===== config.mk =====
export PLATFORM = sky130hd
export DESIGN_NAME = axil_lite_master_flat
export DESIGN_NICKNAME = d
export VERILOG_FILES = /design/src/rtl/axil_lite_master_pkg.sv /design/src/rtl/axil_lite_master_if.sv /design/src/rtl/axil_lite_master_timeout_cnt.sv /design/src/rtl/axil_lite_master.sv /design/src/flat_wrapper.sv
export SDC_FILE = /design/constraint.sdc
export NUM_CORES = 1
export LEC_CHECK = 0
export BUFFER_PORTS_ARGS = -buffer_cell sky130_fd_sc_hd__buf_4
export CAP_MARGIN = 25
export CORE_ASPECT_RATIO = 1.75
export CORE_MARGIN = 8
export CORE_UTILIZATION = 41
export CTS_CLUSTER_DIAMETER = 200
export DETAILED_ROUTE_END_ITERATION = 16
export PLACE_DENSITY = 0.76
export SLEW_MARGIN = 20
export SYNTH_ARGS = -nofsm -noshare
export SYNTH_HDL_FRONTEND = slang
export SYNTH_SLANG_ARGS = --single-unit
export TNS_END_PERCENT = 10

===== constraint.sdc =====
create_clock -name clk -period 1.92 [get_ports clk]
set_input_delay 0.192 -clock clk [delete_from_list [all_inputs] [get_ports clk]]
set_output_delay 0.192 -clock clk [all_outputs]
set_load 0.02 [all_outputs]

===== src/rtl/axil_lite_master_pkg.sv =====
// Shared AXI4-Lite definitions: response codes and the initiator FSM state encoding.
package axil_lite_master_pkg;

  localparam logic [1:0] RESP_OKAY   = 2'b00;
  localparam logic [1:0] RESP_EXOKAY = 2'b01;
  localparam logic [1:0] RESP_SLVERR = 2'b10;
  localparam logic [1:0] RESP_DECERR = 2'b11;

  typedef enum logic [2:0] {IDLE, WR, WR_B, RD, RD_R, RSP} axil_mst_state_t;

  function automatic logic is_unaligned(input logic [1:0] lsb);
    return lsb != 2'b00;
  endfunction

endpackage


===== src/rtl/axil_lite_master_if.sv =====
// AXI4-Lite bus bundle (AW/W/B/AR/R); master drives valids/payload and bready/rready.
interface axil_lite_master_if #(
  parameter int ADDR_WIDTH = 32,
  parameter int DATA_WIDTH = 32
);
  logic [ADDR_WIDTH-1:0]   awaddr;
  logic                    awvalid;
  logic                    awready;
  logic [DATA_WIDTH-1:0]   wdata;
  logic [DATA_WIDTH/8-1:0] wstrb;
  logic                    wvalid;
  logic                    wready;
  logic [1:0]              bresp;
  logic                    bvalid;
  logic                    bready;
  logic [ADDR_WIDTH-1:0]   araddr;
  logic                    arvalid;
  logic                    arready;
  logic [DATA_WIDTH-1:0]   rdata;
  logic [1:0]              rresp;
  logic                    rvalid;
  logic                    rready;

  modport master (
    output awaddr, awvalid, wdata, wstrb, wvalid, bready, araddr, arvalid, rready,
    input  awready, wready, bresp, bvalid, arready, rdata, rresp, rvalid
  );

  modport slave (
    input  awaddr, awvalid, wdata, wstrb, wvalid, bready, araddr, arvalid, rready,
    output awready, wready, bresp, bvalid, arready, rdata, rresp, rvalid
  );
endinterface


===== src/rtl/axil_lite_master_timeout_cnt.sv =====
// Saturating bus-phase cycle counter; expired stays high until clear. MAX=0 never expires.
module axil_timeout_cnt #(
  parameter int MAX = 1024
) (
  input  logic clk,
  input  logic rst_n,
  input  logic clear,
  input  logic enable,
  output logic expired
);
  localparam int W = (MAX < 2) ? 1 : $clog2(MAX + 1);
  localparam logic [W-1:0] LIMIT = W'(MAX);

  logic [W-1:0] cnt;

  always_ff @(posedge clk or negedge rst_n) begin
    if (!rst_n)                       cnt <= '0;
    else if (clear)                   cnt <= '0;
    else if (enable && cnt != LIMIT)  cnt <= cnt + 1'b1;
  end

  assign expired = (MAX != 0) && (cnt == LIMIT);
endmodule


===== src/rtl/axil_lite_master.sv =====
// Single-outstanding AXI4-Lite initiator: command -> one AW/W or AR burst -> response port.
// Min latency 4 cycles accept->rsp_valid; cmd_ready only in IDLE, response held until rsp_ready.
module axil_lite_master
  import axil_lite_master_pkg::*;
#(
  parameter int ADDR_WIDTH     = 32,
  parameter int DATA_WIDTH     = 32,
  parameter int TIMEOUT_CYCLES = 1024
) (
  input  logic                  clk,
  input  logic                  rst_n,
  input  logic                  cmd_valid,
  output logic                  cmd_ready,
  input  logic                  cmd_rnw,
  input  logic [ADDR_WIDTH-1:0] cmd_addr,
  input  logic [DATA_WIDTH-1:0] cmd_wdata,
  input  logic [3:0]            cmd_wstrb,
  output logic                  rsp_valid,
  input  logic                  rsp_ready,
  output logic [DATA_WIDTH-1:0] rsp_rdata,
  output logic [1:0]            rsp_resp,
  output logic                  rsp_timeout,
  output logic                  busy,
  axil_lite_master_if.master    m_axil
);
  axil_mst_state_t state, state_nxt;

  logic [ADDR_WIDTH-1:0] addr_q;
  logic [DATA_WIDTH-1:0] wdata_q;
  logic [3:0]            wstrb_q;
  logic [DATA_WIDTH-1:0] rdata_q;
  logic [1:0]            resp_q;
  logic aw_vld, w_vld, ar_vld;
  logic aw_done, w_done, ar_done;
  logic accept, unaligned, aw_hs, w_hs, ar_hs, b_hs, r_hs, rsp_hs, bus_phase;

  assign accept    = cmd_valid && cmd_ready;
  assign unaligned = is_unaligned(cmd_addr[1:0]);
  assign aw_hs     = aw_vld && m_axil.awready;
  assign w_hs      = w_vld && m_axil.wready;
  assign ar_hs     = ar_vld && m_axil.arready;
  assign b_hs      = m_axil.bvalid && m_axil.bready;
  assign r_hs      = m_axil.rvalid && m_axil.rready;
  assign rsp_hs    = rsp_valid && rsp_ready;
  assign bus_phase = (state == WR) || (state == WR_B) || (state == RD) || (state == RD_R);

  always_ff @(posedge clk or negedge rst_n) begin
    if (!rst_n) state <= IDLE;
    else        state <= state_nxt;
  end

  always_comb begin
    state_nxt = state;
    case (state)
      IDLE: if (accept) state_nxt = unaligned ? RSP : (cmd_rnw ? RD : WR);
      WR:   if (aw_done && w_done) state_nxt = WR_B;
      WR_B: if (b_hs) state_nxt = RSP;
      RD:   if (ar_done) state_nxt = RD_R;
      RD_R: if (r_hs) state_nxt = RSP;
      RSP:  if (rsp_ready) state_nxt = IDLE;
      default: state_nxt = IDLE;
    endcase
  end

  always_comb begin
    cmd_ready     = (state == IDLE);
    busy          = (state != IDLE);
    rsp_valid     = (state == RSP);
    m_axil.bready = (state == WR_B);
    m_axil.rready = (state == RD_R);
  end

  // Each channel's valid clears on its own handshake; done flags let AW and W finish in any order.
  always_ff @(posedge clk or negedge rst_n) begin
    if (!rst_n) begin
      addr_q  <= '0;
      wdata_q <= '0;
      wstrb_q <= '0;
      rdata_q <= '0;
      resp_q  <= RESP_OKAY;
      aw_vld  <= 1'b0;
      w_vld   <= 1'b0;
      ar_vld  <= 1'b0;
      aw_done <= 1'b0;
      w_done  <= 1'b0;
      ar_done <= 1'b0;
    end else begin
      if (accept) begin
        addr_q  <= cmd_addr;
        wdata_q <= cmd_wdata;
        wstrb_q <= cmd_wstrb;
        aw_done <= 1'b0;
        w_done  <= 1'b0;
        ar_done <= 1'b0;
        if (unaligned) begin
          rdata_q <= '0;
          resp_q  <= RESP_SLVERR;
        end else begin
          aw_vld <= !cmd_rnw;
          w_vld  <= !cmd_rnw;
          ar_vld <= cmd_rnw;
        end
      end
      if (aw_hs) begin
        aw_vld  <= 1'b0;
        aw_done <= 1'b1;
      end
      if (w_hs) begin
        w_vld  <= 1'b0;
        w_done <= 1'b1;
      end
      if (ar_hs) begin
        ar_vld  <= 1'b0;
        ar_done <= 1'b1;
      end
      if (b_hs) begin
        rdata_q <= '0;
        resp_q  <= m_axil.bresp;
      end
      if (r_hs) begin
        rdata_q <= m_axil.rdata;
        resp_q  <= m_axil.rresp;
      end
    end
  end

  assign m_axil.awaddr  = addr_q;
  assign m_axil.araddr  = addr_q;
  assign m_axil.wdata   = wdata_q;
  assign m_axil.wstrb   = wstrb_q;
  assign m_axil.awvalid = aw_vld;
  assign m_axil.wvalid  = w_vld;
  assign m_axil.arvalid = ar_vld;
  assign rsp_rdata      = rdata_q;
  assign rsp_resp       = resp_q;

  // The counter holds while in RSP so the timeout flag stays visible until the response is taken.
  axil_timeout_cnt #(.MAX(TIMEOUT_CYCLES)) u_timeout (
    .clk     (clk),
    .rst_n   (rst_n),
    .clear   (accept || rsp_hs),
    .enable  (bus_phase),
    .expired (rsp_timeout)
  );
endmodule


===== src/flat_wrapper.sv =====
// flat-port wrapper written by rule: the top's interface ports become plain ports
module axil_lite_master_flat import axil_lite_master_pkg::*;
#(
  parameter int ADDR_WIDTH     = 32,
  parameter int DATA_WIDTH     = 32,
  parameter int TIMEOUT_CYCLES = 1024
)
  (clk, rst_n, cmd_valid, cmd_ready, cmd_rnw, cmd_addr, cmd_wdata, cmd_wstrb, rsp_valid, rsp_ready, rsp_rdata, rsp_resp, rsp_timeout, busy, m_axil_awaddr, m_axil_awvalid, m_axil_wdata, m_axil_wstrb, m_axil_wvalid, m_axil_bready, m_axil_araddr, m_axil_arvalid, m_axil_rready, m_axil_awready, m_axil_wready, m_axil_bresp, m_axil_bvalid, m_axil_arready, m_axil_rdata, m_axil_rresp, m_axil_rvalid);
  axil_lite_master_if #(.ADDR_WIDTH(ADDR_WIDTH), .DATA_WIDTH(DATA_WIDTH)) m_axil_i ();
  input  logic clk;
  input  logic rst_n;
  input  logic cmd_valid;
  output logic cmd_ready;
  input  logic cmd_rnw;
  input  logic [ADDR_WIDTH-1:0] cmd_addr;
  input  logic [DATA_WIDTH-1:0] cmd_wdata;
  input  logic [3:0] cmd_wstrb;
  output logic rsp_valid;
  input  logic rsp_ready;
  output logic [DATA_WIDTH-1:0] rsp_rdata;
  output logic [1:0] rsp_resp;
  output logic rsp_timeout;
  output logic busy;
  output wire logic [$bits(m_axil_i.awaddr)-1:0] m_axil_awaddr;
  output wire logic [$bits(m_axil_i.awvalid)-1:0] m_axil_awvalid;
  output wire logic [$bits(m_axil_i.wdata)-1:0] m_axil_wdata;
  output wire logic [$bits(m_axil_i.wstrb)-1:0] m_axil_wstrb;
  output wire logic [$bits(m_axil_i.wvalid)-1:0] m_axil_wvalid;
  output wire logic [$bits(m_axil_i.bready)-1:0] m_axil_bready;
  output wire logic [$bits(m_axil_i.araddr)-1:0] m_axil_araddr;
  output wire logic [$bits(m_axil_i.arvalid)-1:0] m_axil_arvalid;
  output wire logic [$bits(m_axil_i.rready)-1:0] m_axil_rready;
  input wire logic [$bits(m_axil_i.awready)-1:0] m_axil_awready;
  input wire logic [$bits(m_axil_i.wready)-1:0] m_axil_wready;
  input wire logic [$bits(m_axil_i.bresp)-1:0] m_axil_bresp;
  input wire logic [$bits(m_axil_i.bvalid)-1:0] m_axil_bvalid;
  input wire logic [$bits(m_axil_i.arready)-1:0] m_axil_arready;
  input wire logic [$bits(m_axil_i.rdata)-1:0] m_axil_rdata;
  input wire logic [$bits(m_axil_i.rresp)-1:0] m_axil_rresp;
  input wire logic [$bits(m_axil_i.rvalid)-1:0] m_axil_rvalid;
  assign m_axil_awaddr = m_axil_i.awaddr;
  assign m_axil_awvalid = m_axil_i.awvalid;
  assign m_axil_wdata = m_axil_i.wdata;
  assign m_axil_wstrb = m_axil_i.wstrb;
  assign m_axil_wvalid = m_axil_i.wvalid;
  assign m_axil_bready = m_axil_i.bready;
  assign m_axil_araddr = m_axil_i.araddr;
  assign m_axil_arvalid = m_axil_i.arvalid;
  assign m_axil_rready = m_axil_i.rready;
  assign m_axil_i.awready = m_axil_awready;
  assign m_axil_i.wready = m_axil_wready;
  assign m_axil_i.bresp = m_axil_bresp;
  assign m_axil_i.bvalid = m_axil_bvalid;
  assign m_axil_i.arready = m_axil_arready;
  assign m_axil_i.rdata = m_axil_rdata;
  assign m_axil_i.rresp = m_axil_rresp;
  assign m_axil_i.rvalid = m_axil_rvalid;
  axil_lite_master #(.ADDR_WIDTH(ADDR_WIDTH), .DATA_WIDTH(DATA_WIDTH), .TIMEOUT_CYCLES(TIMEOUT_CYCLES)) u_core (.clk(clk), .rst_n(rst_n), .cmd_valid(cmd_valid), .cmd_ready(cmd_ready), .cmd_rnw(cmd_rnw), .cmd_addr(cmd_addr), .cmd_wdata(cmd_wdata), .cmd_wstrb(cmd_wstrb), .rsp_valid(rsp_valid), .rsp_ready(rsp_ready), .rsp_rdata(rsp_rdata), .rsp_resp(rsp_resp), .rsp_timeout(rsp_timeout), .busy(busy), .m_axil(m_axil_i));
endmodule

==> flow_summary.yaml <==
power:
  cellPowerDensity_nw_per_um2: 1767
  leakagePower_nw: 4.118
  power_mw: 15.10
  ir_worst_vdd_mv: 1.011
timing:
  worstMarginPinSlew_ps: 770.1
  clock_skew_ps: 7.775
  final_max_slew_viol_count: 0
  setup-violations-final: 0
  layout_min_cycle_time_ps: 1834
  period_share_pct: 95.54
  timing.fmax_ghz: 0.5451
  slew_headroom_pct: 48.54
  rsz0062_at_grt: "yes"
  hold_violations: 0
  whs_ps: 19.75
synthesis:
  yosysUniqueCellTypes: 47
  synth_top_area_cell: "dfrtp_1"
  synth_common_cells: "122 x dfrtp_1, 67 x mux2_1, 36 x a22o_1"
  synth_compound_area_share_pct: 10.04
  ys_seq_elements: 122
  synth.avg_cell_area_um2: 13.48
  synth-simple-area-share_pct: 6.715
  synth_area_um2: 5161
  yosysSeqAreaShare_pct: 59.15
  synthAdderAreaFrac_pct: 0.4848
  synth_top_area_share_pct: 59.15
  synth_mux_area_share_pct: 16.07
  yosysMostFrequentCell: "dfrtp_1"
  netlist_instances: 383
  synthArstFlopShare_pct: 100.0
  ys_warn_count: 0
  synth_nets: 499
  synthFlopType: "dfrtp_1"
  synth_xor_area_share_pct: 0.1697
  synth_area_leaders: "dfrtp_1 59%, mux2_1 15%, a22o_1 6.1%"
  synth_edf_count: 0
  synth_top_family_by_area: "multiplexers"
routing:
  first_pass_iters: 4
  routed_wl_um: 17320
  post-route-drc-count: 0
  avgRoutedWirePerCell_um: 19.52
  first_iter_violations: 140
  avgViaCountPerCell: 4.958
  ant_nets: 0
  num_vias: 4398
cts:
  cts_tree: "yes"
  path_clk_slew_ps: 60
  root_buffer: "clkbuf_16"
  clk_latency_ps: 400
  cts_buffers: 17
  clockBufferDepth: 2
  htreeDepth: 4
  cts.sinks: 122
worst_setup_path:
  critical-path-top-delay-family: "simple AND/OR/NAND/NOR gates"
  ff2ff_setup_slack_ps: 110
  setup.worst_path.class: "reg -> out"
  cp_cell_sequence: "inv_1 > ha_1 > nor4bb_4 > and3_1 > buf_4"
  crit_slowest_cell: "dfrtp_1"
  crit_buf_inv: 2
  rr_worst_depth: 3
  rr_endpoint: "u_core.m_axil.araddr[6]$_DFFE_PN0P_"
  required_ps: 1730
  cp-end-kind: "output pin"
  cp.arrival_ps: 1640
  start_kind: "flop"
  cp_max_fo: 4
  crit_path_max_incr_delay_ps: 410
  reg2reg_from: "u_core.state[1]$_DFFE_PN0P_"
cells_and_area:
  nNetsFinal: 821
  multi_input_area_um2: 1768
  area_growth_pct: 65.55
  nFillCells: 841
  seqCellArea_um2: 3054
  final_cell_area_um2: 8544
  drive_gt1_share_pct: 44.99
global_route:
  overflow: 0
  grt_pass1_vias: 4822
  antenna_found_initial: 0
  globalRouteTotalUtil_pct: 20.75
  grt_max_degree: 64
  grt_pass1_wl_um: 26170
floorplan:
  dieArea_um2: 16580
  placementRows: 54
  io_pins: 257
  die_h_um: 164.4
  fp.dieW_um: 100.8
  core_um2: 12360
  initial_core_util_pct: 41.74
min_path:
  min_to: "u_core.m_axil.araddr[19]$_DFFE_PN0P_"
  hold_depth: 2
  hold_start: "cmd_addr[19]"
  min_path_type: "in -> reg"
run_status:
  status: "finished, final reports clean"
job:
  cap_viol_max_count: 0
placed_design:
  place_area_um2: 7068
  post-dp-hpwl_um: 12040
  gp_congestion: 0.8648
  port_buffers: 256
-- cells in the final DEF (no fill, tap or decap), drive strengths merged, types with 10 or more instances in the layout --
| master | synthesis | final |
|---|---|---|
| buf | 49 | 272 |
| dfrtp | 122 | 122 |
| dlygate4sd3 | 0 | 83 |
| mux2 | 71 | 71 |
| a22o | 36 | 36 |
| clkbuf | 3 | 18 |
| nand2 | 13 | 13 |
| a21oi | 10 | 10 |
| nor2 | 10 | 10 |
| inv | 5 | 10 |
-- sequential cells by signal, summed over array words and instances, names as in the netlist, 2 cells and up --
name,count
u_core.m_axil.araddr,32
u_core.m_axil.wdata,32
u_core.m_axil.wstrb,4
u_core.rsp_rdata,32
u_core.rsp_resp,2
u_core.state,3
u_core.u_timeout.cnt,11
-- report_power, final --
group | total (mW) | leakage [nW] | internal (mW) | switching (mW)
combinational | 7.31 | 2.33 | 3.32 | 3.99
clock | 3.20 | 0.287 | 1.98 | 1.22
sequential | 4.59 | 1.50 | 3.75 | 0.840
-- worst reg2reg max path, delay by kind of cell (launching register included) --
| family | cells | cell delay, ps |
|---|---|---|
| buffers and inverters | 1 | 280 |
| DFF | 1 | 440 |
| muxes | 1 | 370 |
| and+or+nand+nor | 1 | 600 |
-- cell type report --
class / count / area share, %
Antenna cell: 1 / 0.02929
Timing Repair Buffer: 355 / 33.81
Clock inverter: 14 / 1.904
Inverter: 5 / 0.2197
Tap cell: 168 / 2.460
Clock buffer: 18 / 5.140
Sequential cell: 122 / 35.74
Multi-Input combinational cell: 204 / 20.69
-- through the flow --
stage | instances | util (%) | setup TNS [ps] | setup slack, ps
5_1_grt | 886 | 69.09 | -21.06 | -12.06
4_1_cts | 879 | 68.47 | 0 | 27.93
6_report | 887 | 69.11 | 0 | 85.62
3_3_place_gp | 769 | 57.12 | 0 | 5.700
3_5_place_dp | 769 | 57.16 | 0 | 40.79
2_1_floorplan | 383 | - | 0 | 2.591
-- logic make-up after synthesis --
| kind of cell | after synthesis |
|---|---|
| fa+ha+maj | 2 |
| mux | 74 |
| compound gates | 67 |
| flops | 122 |
| buf+inv | 57 |
| xor+xnor | 1 |
| simple gates | 60 |
-- timing repair --
action,in CTS,in global routing
hold endpoints to repair,114,5
endpoints found under the setup margin,1,35
pin swaps,2,1
resized for setup,2,3
hold buffers,78,5
setup buffers,0,2
-- how the worst max path moves through the flow --
stage	startpoint	to	depth (start not counted)	slack (ps)
2_1_floorplan	u_core.state[0]$_DFFE_PN0P_	u_core.rsp_resp[0]$_DFFE_PN0P_	6	3
3_3_place_gp	u_core.state[1]$_DFFE_PN0P_	u_core.rsp_rdata[19]$_DFFE_PN0P_	4	6
3_5_place_dp	u_core.state[1]$_DFFE_PN0P_	u_core.m_axil.wdata[0]$_DFFE_PN0P_	3	40
4_1_cts	u_core.state[1]$_DFFE_PN0P_	u_core.m_axil.wdata[0]$_DFFE_PN0P_	3	30
5_1_grt	u_core.u_timeout.cnt[0]$_DFFE_PN0P_	rsp_timeout	5	-10
6_report	u_core.u_timeout.cnt[0]$_DFFE_PN0P_	rsp_timeout	5	90
-- layer usage --
layer  vias to the layer above  global-route usage, %  share of wire, %
li1                       2007                      -                 -
met1                      2143                  20.60                34
met2                       206                  37.08                54
met3                        42                  6.754               8.3
met4                         0                  11.28               3.7
met5                         -                      0                 0
(Power assumes the default switching activity.)
